==> src/rtl/stopwatch_ctrl.sv <==
// stopwatch_ctrl
//   Run/pause/lap controller for a 2-digit BCD millisecond counter.
//   Converts Start/Stop/Lap button levels into a 1-cycle count-enable (Tick)
//   every TICK_DIV clocks while running, a Clear level while idle, and a lap
//   snapshot that can be muxed onto Display. With STOP_AT_MAX=1 the count
//   halts at 99 in the DONE state.
// Ports
//   CLK, RST          clock, synchronous active-high reset
//   Start/Stop/Lap    synchronised button levels (rising edge acts)
//   Count[7:0]        live BCD count ([7:4] tens, [3:0] units)
//   Tick              1-cycle count enable to the counter
//   Clear             counter clear level (state IDLE)
//   Display[7:0]      lap snapshot when held, else live Count
//   Running, Done     state == RUN / state == DONE
//   Lap_Held          lap snapshot currently displayed
module stopwatch_ctrl #(
  parameter int TICK_DIV    = 100000,
  parameter bit STOP_AT_MAX = 1'b1
) (
  input  logic       CLK,
  input  logic       RST,
  input  logic       Start,
  input  logic       Stop,
  input  logic       Lap,
  input  logic [7:0] Count,
  output logic       Tick,
  output logic       Clear,
  output logic [7:0] Display,
  output logic       Running,
  output logic       Done,
  output logic       Lap_Held
);

  localparam int               DIV_W   = (TICK_DIV > 1) ? $clog2(TICK_DIV) : 1;
  localparam logic [DIV_W-1:0] DIV_MAX = DIV_W'(TICK_DIV - 1);

  typedef enum logic [1:0] {S_IDLE, S_RUN, S_PAUSE, S_DONE} state_t;

  state_t           r_state, w_next;
  logic [DIV_W-1:0] r_div;
  logic             r_start_q, r_stop_q, r_lap_q;
  logic [7:0]       r_lap_reg;
  logic             r_lap_held;

  logic w_start_e, w_stop_e, w_lap_e;
  logic w_div_end, w_at_max;

  assign w_start_e = Start & ~r_start_q;
  assign w_stop_e  = Stop  & ~r_stop_q;
  assign w_lap_e   = Lap   & ~r_lap_q;
  assign w_div_end = (r_div == DIV_MAX);
  assign w_at_max  = STOP_AT_MAX && (Count == 8'h99);

  // History regs reset to 1 so a button held through reset produces no edge.
  always_ff @(posedge CLK) begin
    if (RST) begin
      r_start_q <= 1'b1;
      r_stop_q  <= 1'b1;
      r_lap_q   <= 1'b1;
    end else begin
      r_start_q <= Start;
      r_stop_q  <= Stop;
      r_lap_q   <= Lap;
    end
  end

  // State register
  always_ff @(posedge CLK) begin
    if (RST) r_state <= S_IDLE;
    else     r_state <= w_next;
  end

  // Next state: a Stop edge always wins over a Start edge in the same cycle.
  always_comb begin
    w_next = r_state;
    case (r_state)
      S_IDLE:  if (w_start_e && !w_stop_e) w_next = S_RUN;
      S_RUN: begin
        if (w_stop_e)                    w_next = S_PAUSE;
        else if (w_div_end && w_at_max)  w_next = S_DONE;
      end
      S_PAUSE: begin
        if (w_stop_e)                    w_next = S_IDLE;
        else if (w_start_e)              w_next = S_RUN;
      end
      S_DONE:  if (w_stop_e)             w_next = S_IDLE;
      default:                           w_next = S_IDLE;
    endcase
  end

  // Prescaler: restarts only on a fresh start from IDLE; a resume from
  // PAUSE keeps the partial period.
  always_ff @(posedge CLK) begin
    if (RST)
      r_div <= '0;
    else if (r_state == S_IDLE && w_next == S_RUN)
      r_div <= '0;
    else if (r_state == S_RUN)
      r_div <= w_div_end ? '0 : r_div + 1'b1;
  end

  // Lap snapshot: capture only while running, release in any state,
  // and always drop the hold when going idle.
  always_ff @(posedge CLK) begin
    if (RST) begin
      r_lap_reg  <= 8'h00;
      r_lap_held <= 1'b0;
    end else if (w_next == S_IDLE) begin
      r_lap_held <= 1'b0;
    end else if (w_lap_e) begin
      if (r_lap_held) begin
        r_lap_held <= 1'b0;
      end else if (r_state == S_RUN) begin
        r_lap_reg  <= Count;
        r_lap_held <= 1'b1;
      end
    end
  end

  // Outputs decode registered state only, so a Stop edge in the tick
  // cycle does not suppress that tick.
  always_comb begin
    Tick     = (r_state == S_RUN) && w_div_end && !w_at_max;
    Clear    = (r_state == S_IDLE);
    Running  = (r_state == S_RUN);
    Done     = (r_state == S_DONE);
    Lap_Held = r_lap_held;
    Display  = r_lap_held ? r_lap_reg : Count;
  end

endmodule
==> config.mk <==
export PLATFORM = sky130hd
export DESIGN_NAME = stopwatch_ctrl
export DESIGN_NICKNAME = d
export VERILOG_FILES = /design/src/rtl/stopwatch_ctrl.sv
export SDC_FILE = /design/constraint.sdc
export NUM_CORES = 1
export LEC_CHECK = 0
export CAP_MARGIN = 40
export CORE_MARGIN = 8
export CORE_UTILIZATION = 56
export CTS_CLUSTER_DIAMETER = 40
export DETAILED_ROUTE_END_ITERATION = 12
export PLACE_DENSITY = 0.84
export SYNTH_ARGS = -nofsm -noshare
export SYNTH_HDL_FRONTEND = slang
export SYNTH_SLANG_ARGS = --single-unit
==> constraint.sdc <==
create_clock -name CLK -period 3.6 [get_ports CLK]
set_input_delay 0.36 -clock CLK [delete_from_list [all_inputs] [get_ports CLK]]
set_output_delay 0.36 -clock CLK [all_outputs]
set_load 0.01 [all_outputs]
==> results.py, run 1 <==
metrics = {
    "run_status": {
        "run_status": "finished, final reports clean",
    },
    "global_routing": {
        "antenna_found_initial": 0,
        "first_global_vias": 1153,
        "grt_use_total_pct": 13.7,
        "grt_pass1_wl_um": 4860,
        "grt_overflow_total": 0,
        "grt_max_degree": 17,
    },
    "cells_and_area": {
        "diodes": 0,
        "area_growth_pct": 22.6,
        "largest_reg_flops": 17,
        "final_util_pct": 70.0,
        "stdcell_area_um2": 1860,
        "fin_nets": 201,
        "nFillCells": 227,
        "layout-drive-gt1-share_pct": 18.2,
    },
    "die": {
        "dieArea_um2": 4640,
        "rows": 19,
        "core_um2": 2660,
        "io_pins": 26,
        "start_util_pct": 57.1,
        "die_x_um": 68.1,
        "dieHeight_um": 68.1,
    },
    "drt": {
        "vias_per_cell": 5.53,
        "vias": 1206,
        "ant_nets": 0,
        "drt_iter0_markers": 65,
        "drc_errors": 0,
        "finalWirelength_um": 2980,
        "firstDrtPassIters": 4,
        "drt-wirelength-per-cell_um": 13.7,
    },
    "timing": {
        "finalSetupTns_ps": 0,
        "rsz0062_at_grt": "false",
        "skew_ps": 8.53,
        "hold_violations": 0,
        "max_slew_margin_pct": 60.7,
        "min_period_ps": 3040,
        "worstMarginPinSlew_ps": 588,
        "fmax_mhz": 329,
        "maxSlewViolCount": 0,
        "timing.final.crit_share_pct": 84.5,
        "setup_violations": 0,
        "final.setup.worst_slack_ps": 560,
    },
    "critical_path": {
        "slowest_delay_ps": 560,
        "r2r_end": "r_div[0]",
        "cp_max_fo": 6,
        "crit_type": "flop to primary output",
        "r2r_cells": 4,
        "ff2ff_setup_slack_ps": 1470,
        "r2r-start": "r_div[11]",
        "crit_arrival_ps": 2680,
        "worst_ep_required_time_ps": 3240,
        "cp_cell_sequence": "or4_1, or4_4, or2_1, nor2_1, clkdlybuf4s50_1",
        "cp-end-kind": "primary output",
        "worst_setup_path_start_kind": "flop",
        "critPathSlowestCell": "or4_4",
    },
    "clock_tree": {
        "h-tree-depth": 2,
        "cts_tree": "yes",
        "clk_path_buf_depth": 2,
        "post_cts_buffers": 0,
        "cts_resized": 0,
        "cts_sinks": 31,
        "clk_pin_slew_worst_paths_ps": 90,
        "clk_latency_ps": 320,
        "cts_root_buffer": "clkbuf_4",
        "postCtsHoldBufs": 0,
        "numCtsBuffers": 5,
    },
    "hold_path": {
        "hold_depth": 2,
        "holdCritStartpoint": "r_lap_reg[4]",
        "hp-class": "flop to flop",
        "holdPathEnd": "r_lap_reg[4]",
    },
    "logic_synthesis": {
        "syn_area_um2": 1520,
        "yosysWarnings": 0,
        "synth_cell_type_count": 40,
        "synth.net_count": 173,
        "yosysSeqAreaShare_pct": 40.8,
        "avgSynthCellArea_um2": 9.56,
        "ys_ff_latch": 31,
        "syn_inst": 159,
    },
    "place": {
        "portBuffers": 25,
        "hpwl_um": 2300,
        "gp_congestion": 0.834,
        "placed_cell_area_um2": 1790,
        "dp_worst_setup_slack_ps": 902,
    },
    "job": {
        "cap_viol_max_count": 0,
    },
    "power_and_ir_drop": {
        "power.density_nw_per_um2": 355,
        "p_leak_nw": 0.608,
        "peakVddDrop_v": 0.000394,
    },
}
report_power, final:
part           internal [mW]  total, mW  switching [mW]
clock network          0.143      0.253           0.110
registers              0.346      0.350         0.00349
logic                 0.0334     0.0582          0.0247
cells in the final DEF (no fill, tap or decap), drive strengths merged, types with 2 or more instances in the layout:
cell type / n
nand2b: 2
nor3: 2
inv: 4
nand3: 4
mux2i: 10
xnor2: 12
nand2: 7
nand4bb: 2
nor4: 6
clkbuf: 6
or3: 2
dfxtp: 31
nand4b: 2
and2: 2
clkdlybuf4s50: 25
a21oi: 4
or2: 4
or4: 3
nor4b: 2
mux2: 8
o21ai: 3
nor2: 27
nor2b: 2
nand4: 5
xor2: 2
cells by family (layout without fill, tap and decap cells):
| group | after synthesis | in the layout | share of synthesized area, % |
|---|---|---|---|
| buf+inv | 9 | 37 | 3.04 |
| mux | 18 | 18 | 12.5 |
| xor+xnor | 14 | 14 | 8.07 |
| compound gates | 12 | 12 | 5.52 |
| fa+ha+maj | 1 | 1 | 0.823 |
| simple gates | 74 | 74 | 29.2 |
| flops | 31 | 31 | 40.8 |
Yosys cell counts:
library cell,count,area (µm²)
nor2_2,10,62.6
nor3_1,2,10.0
mux2_2,8,90.1
nor4_1,6,37.5
nand3b_1,1,7.51
inv_1,3,11.3
o21ai_0,2,10.0
or3_1,2,12.5
nand2_1,7,26.3
mux2i_1,10,100
o22ai_1,1,6.26
o221ai_1,1,8.76
nand2b_1,2,12.5
and2_1,2,12.5
inv_2,1,3.75
nand4_1,5,31.3
or4_4,2,22.5
ha_1,1,12.5
o21ai_4,1,16.3
a21oi_1,4,20.0
nand4bb_1,2,22.5
nand4b_1,1,8.76
clkbuf_1,3,11.3
or2_2,3,18.8
buf_8,1,15.0
nand4b_4,1,23.8
a2bb2oi_1,1,8.76
o21a_1,1,7.51
xnor2_1,12,105
buf_2,1,5.00
or2_1,1,6.26
nand3_1,4,20.0
a31oi_1,1,6.26
xor2_1,2,17.5
nor4b_1,2,17.5
nor2b_1,2,12.5
dfxtp_1,31,621
nor3b_1,1,7.51
or4_1,1,7.51
nor2_1,17,63.8
how the worst max path moves through the flow:
stage / startpoint / endpoint / slack, ps / cells past startpoint
floorplan: r_div[11] / Tick / 1470 / 4
global placement: r_div[11] / Tick / 950 / 5
detailed placement: r_div[11] / Tick / 900 / 5
CTS: r_div[11] / Tick / 520 / 5
global route: r_div[11] / Tick / 480 / 5
finish: r_div[11] / Tick / 560 / 5
through the flow:
step	instances	hold WS (ps)	power, mW
3_3_place_gp	211	468	0.415
3_5_place_dp	211	479	0.416
5_1_grt	218	518	0.690
4_1_cts	218	504	0.671
2_1_floorplan	159	436	0.386
6_report	218	500	0.661
worst max-delay path, delay by kind of cell (launching register included):
kind	cells	cell delay, ps
and+or+nand+nor	4	1450
buffers and inverters	1	540
DFF	1	370
area by class of cell:
| cell class | count | area, µm² | share of cell area (%) |
|---|---|---|---|
| Multi-Input combinational cell | 119 | 860 | 46.1 |
| Sequential cell | 31 | 621 | 33.3 |
| Timing Repair Buffer | 26 | 258 | 13.8 |
| Clock buffer | 6 | 41.3 | 2.22 |
| Tap cell | 31 | 38.8 | 2.08 |
| Clock inverter | 1 | 30.0 | 1.61 |
| Inverter | 4 | 15.0 | 0.806 |
routing by layer:
layer	vias up	routed length, µm	GRT usage, %	part of all wire, %
met2	33	1420	21.7	48
met4	0	30	5.12	1.0
li1	616	-	-	-
met5	-	0	0	0
met3	4	177	6.55	5.9
met1	553	1350	15.8	45
Power figures use the tool's default switching activity.
==> run 2, diff against run 1 <==
CORE_UTILIZATION = 52   (was 56)
PLACE_DENSITY = 0.79   (was 0.84)
clock period = 3.05 ns   (was 3.6 ns; I/O delays follow)
==> run 2 against run 1 <==
Core utilization down 2.4 points. Critical endpoint unchanged. Critical path depth unchanged. Count of clock-buffer cells in the layout up 2. Critical path type unchanged. Sequential share of layout area unchanged. Clock skew down 2.5 ps. Non-clock buffer count unchanged. Combinational power up 20%.
==> results.py, run 2 (synthesis results as in run 1) <==
metrics = {
    "run_status": {
        "run_status": "finished, final reports clean",
    },
    "die": {
        "dieHeight_um": 70.1,
        "die_x_um": 70.1,
        "rows": 19,
        "start_util_pct": 55.1,
        "dieArea_um2": 4910,
        "core_um2": 2760,
        "io_pins": 26,
    },
    "cells_and_area": {
        "fin_nets": 201,
        "final_cells": 219,
        "final_cell_mix": "31 x dfxtp_1, 24 x clkdlybuf4s50_1, 17 x nor2_1",
        "area_growth_pct": 22.6,
        "diodes": 0,
        "layout.cells.most_common": "dfxtp_1",
        "nFillCells": 224,
        "largest_reg_flops": 17,
        "final_util_pct": 67.6,
        "layout-drive-gt1-share_pct": 18.6,
    },
    "critical_path": {
        "worst_setup_path_start_kind": "flop",
        "worst_ep_required_time_ps": 2740,
        "crit_start": "r_div[11]",
        "cp_max_fo": 6,
        "crit_arrival_ps": 2280,
        "crit_type": "flop to primary output",
        "r2r-start": "r_div[11]",
        "cp-end-kind": "primary output",
    },
    "global_routing": {
        "grt_max_degree": 17,
        "grt_use_met1_pct": 14.2,
        "grt-busiest-layer": "met2",
        "grt_use_total_pct": 13.9,
        "grt_pass1_wl_um": 5630,
        "first_global_vias": 1241,
        "grt_overflow_total": 0,
        "antenna_found_initial": 0,
        "met3_usage_pct": 4.94,
        "grtUsageMet2_pct": 24.7,
    },
    "drt": {
        "vias_per_cell": 5.64,
        "drc_errors": 0,
        "ant_nets": 0,
        "firstDrtPassIters": 4,
        "vias": 1236,
        "finalWirelength_um": 3250,
        "drt_iter0_markers": 75,
        "drt-wirelength-per-cell_um": 14.8,
    },
    "timing": {
        "rsz0062_at_grt": "false",
        "finalSetupTns_ps": 0,
        "maxSlewViolCount": 0,
        "worstMarginPinSlew_ps": 540,
        "setup_violations": 0,
        "fmax_mhz": 387,
        "final.setup.worst_slack_ps": 467,
        "max_slew_margin_pct": 63.9,
        "timing.final.crit_share_pct": 84.7,
        "skew_ps": 6.08,
        "hold_violations": 0,
        "min_period_ps": 2580,
    },
    "clock_tree": {
        "cts_tree": "yes",
        "cts_resized": 0,
        "numCtsBuffers": 5,
        "postCtsHoldBufs": 0,
        "cts_root_buffer": "clkbuf_4",
        "h-tree-depth": 2,
        "post_cts_buffers": 0,
        "clk_path_buf_depth": 2,
        "cts_sinks": 31,
        "clk_pin_slew_worst_paths_ps": 90,
        "clk_latency_ps": 330,
    },
    "place": {
        "dp_worst_setup_slack_ps": 429,
        "hpwl_um": 2450,
        "gp_congestion": 0.824,
        "portBuffers": 25,
        "place_inst": 211,
    },
    "hold_path": {
        "hp-class": "flop to flop",
        "holdCritStartpoint": "r_lap_reg[2]",
    },
    "power_and_ir_drop": {
        "peakVddDrop_v": 0.000306,
        "p_leak_nw": 0.627,
        "p_total_mw": 0.756,
        "power.density_nw_per_um2": 406,
    },
    "job": {
        "cap_viol_max_count": 0,
    },
}
-- run 2: worst paths after layout --
check | endpoint | slack, ps | cells past startpoint
max | Tick | 470 | 5
min reg2reg | r_lap_reg[2] | 510 | 2
max reg2reg | r_div[0] | 920 | 4
min | r_lap_reg[2] | 510 | 2
-- run 2: layer usage --
| layer | part of all wire, % | wire, µm | up-vias |
|---|---|---|---|
| met3 | 6.0 | 196 | 8 |
| li1 | - | - | 613 |
| met2 | 50 | 1630 | 34 |
| met4 | 2.6 | 85 | 0 |
| met1 | 41 | 1340 | 581 |
| met5 | 0 | 0 | - |
-- run 2: layout make-up --
cell class | instances | area [µm²] | area share [%]
Timing Repair Buffer | 26 | 260 | 14.0
Clock buffer | 8 | 68.8 | 3.69
Sequential cell | 31 | 621 | 33.3
Multi-Input combinational cell | 119 | 860 | 46.1
Inverter | 4 | 15.0 | 0.806
Tap cell | 31 | 38.8 | 2.08
-- run 2: metrics by stage --
stage | hold WS [ps] | area, µm²
floorplan | 381 | 1520
global placement | 468 | 1790
detailed placement | 484 | 1790
CTS | 508 | 1860
global route | 531 | 1860
finish | 510 | 1860
-- run 2: worst max-delay path, cell delays in order, from the launching register on --
cell	delay, ps
dfxtp_1	370
or4_1	530
or4_4	560
or2_1	250
nor2_1	80
dlymetal6s2s_1	170
-- run 2: power by group --
part	internal [mW]	switching, mW	total, mW
sequential	0.409	0.00412	0.413
combinational	0.0395	0.0300	0.0696
clock	0.136	0.138	0.273
total	0.584	0.172	0.756
==> run 3, diff against run 2 <==
clock period = 2.7 ns   (was 3.05 ns; I/O delays follow)
==> run 3 against run 2 <==
Setup slack got worse by 280 ps. Final area fell by 0.67%. Register-to-register slack got worse by 350 ps. Critical path depth did not move. Largest cell class unchanged.
==> results.py, run 3 (synthesis results as in run 1) <==
metrics = {
    "run_status": {
        "run_status": "finished, final reports clean",
    },
    "hold_path": {
        "hp-class": "flop to flop",
    },
    "place": {
        "portBuffers": 25,
        "placed_cell_area_um2": 1800,
        "gp_congestion": 0.829,
        "hpwl_um": 2360,
        "place_inst": 212,
    },
    "die": {
        "core_um2": 2760,
        "dieHeight_um": 70.1,
        "io_pins": 26,
        "die_x_um": 70.1,
        "rows": 19,
        "dieArea_um2": 4910,
        "start_util_pct": 55.1,
    },
    "cells_and_area": {
        "final_util_pct": 67.1,
        "final_cells": 219,
        "layout-drive-gt1-share_pct": 19.7,
        "fin_nets": 202,
        "layout.cells.most_common": "dfxtp_1",
        "stdcell_area_um2": 1850,
        "final_cell_mix": "31 x dfxtp_1, 24 x clkdlybuf4s50_1, 17 x nor2_1",
        "area_growth_pct": 21.7,
        "diodes": 0,
        "largest_reg_flops": 17,
    },
    "critical_path": {
        "worst_setup_path_start_kind": "flop",
        "critPathSlowestCell": "or4_4",
        "crit_type": "flop to primary output",
        "cp_cell_sequence": "or4_1, or4_4, or2_1, nor2_1, clkbuf_2",
        "worst_ep_required_time_ps": 2430,
        "cp-end-kind": "primary output",
        "crit_arrival_ps": 2240,
        "slowest_delay_ps": 560,
        "cp_max_fo": 4,
    },
    "global_routing": {
        "grt_use_total_pct": 13.0,
        "grt_pass1_wl_um": 5330,
        "grt_max_degree": 17,
        "antenna_found_initial": 0,
        "first_global_vias": 1260,
        "grt_overflow_total": 0,
    },
    "drt": {
        "firstDrtPassIters": 4,
        "ant_nets": 0,
        "drt-wirelength-per-cell_um": 14.5,
        "drt_iter0_markers": 84,
        "vias_per_cell": 5.61,
        "finalWirelength_um": 3180,
        "drc_errors": 0,
        "vias": 1229,
    },
    "timing": {
        "worstMarginPinSlew_ps": 581,
        "maxSlewViolCount": 0,
        "min_period_ps": 2510,
        "skew_ps": 9.49,
        "rsz0062_at_grt": "false",
        "finalSetupTns_ps": 0,
        "setup_violations": 0,
        "timing.final.crit_share_pct": 93.0,
        "hold_violations": 0,
        "fmax_mhz": 398,
        "max_slew_margin_pct": 60.9,
    },
    "power_and_ir_drop": {
        "power.density_nw_per_um2": 440,
        "peakVddDrop_v": 0.000397,
        "p_leak_nw": 0.611,
    },
    "clock_tree": {
        "post_cts_buffers": 0,
        "clk_path_buf_depth": 2,
        "cts_sinks": 31,
        "cts_root_buffer": "clkbuf_4",
        "clk_latency_ps": 330,
        "postCtsHoldBufs": 0,
        "h-tree-depth": 2,
        "cts_tree": "yes",
        "clk_pin_slew_worst_paths_ps": 90,
        "numCtsBuffers": 5,
    },
    "job": {
        "cap_viol_max_count": 0,
    },
}
## run 3: cell count changes in the layout (fill, tap and decap cells not counted)
cell            previous run  this run
buf_4                      1         2
dlymetal6s2s_1             1         0
clkbuf_8                   2         1
clkbuf_1                   1         0
clkinv_2                   0         1
clkbuf_2                   0         1
## run 3: area by class of cell
type / count / area [µm²]
Clock buffer: 6 / 51.3
Tap cell: 31 / 38.8
Fill cell: 223 / 907
Sequential cell: 31 / 621
Clock inverter: 1 / 5.00
Timing Repair Buffer: 27 / 260
Multi-Input combinational cell: 119 / 860
Inverter: 4 / 15.0
## run 3: through the flow
| stage | setup slack [ps] | hold WS (ps) | power [mW] |
|---|---|---|---|
| detailed placement | 121 | 483 | 0.555 |
| finish | 189 | 498 | 0.814 |
| CTS | 31.2 | 504 | 0.822 |
| floorplan | 662 | 346 | 0.515 |
| global route | 87.8 | 507 | 0.845 |
| global placement | 147 | 468 | 0.554 |
## run 3: repair_timing
item | in CTS | in global routing
gates cloned | 0 | 0
endpoints found under the setup margin | 1 | 1
hold endpoints to repair | 0 | 0
gates resized for setup | 1 | 2
## run 3: worst max-delay path, delay by kind of cell (launching register included)
kind / cells / cell delay [ps]
and+or+nand+nor: 4 / 1440
DFF: 1 / 340
buffers and inverters: 1 / 140
## run 3: layer usage
| metal | track usage [%] | up-vias | wire (µm) |
|---|---|---|---|
| met5 | 0 | - | 0 |
| met4 | 7.14 | 0 | 97 |
| met3 | 4.66 | 9 | 164 |
| met2 | 23.0 | 32 | 1550 |
| met1 | 13.0 | 571 | 1370 |
| li1 | - | 617 | - |
## run 3: worst paths after layout
path              slack, ps  cells after the start          from      endpoint
hold reg to reg         500                      2  r_lap_reg[7]  r_lap_reg[7]
setup / recovery        190                      5      r_div[8]          Tick
setup reg to reg        570                      4      r_div[8]      r_div[3]
hold / removal          500                      2  r_lap_reg[7]  r_lap_reg[7]
## run 3: power by group
| part | switching (mW) | internal, mW | leakage (nW) |
|---|---|---|---|
| sequential | 0.00459 | 0.462 | 0.251 |
| clock | 0.150 | 0.120 | 0.0341 |
| combinational | 0.0333 | 0.0446 | 0.326 |
| total | 0.187 | 0.627 | 0.611 |
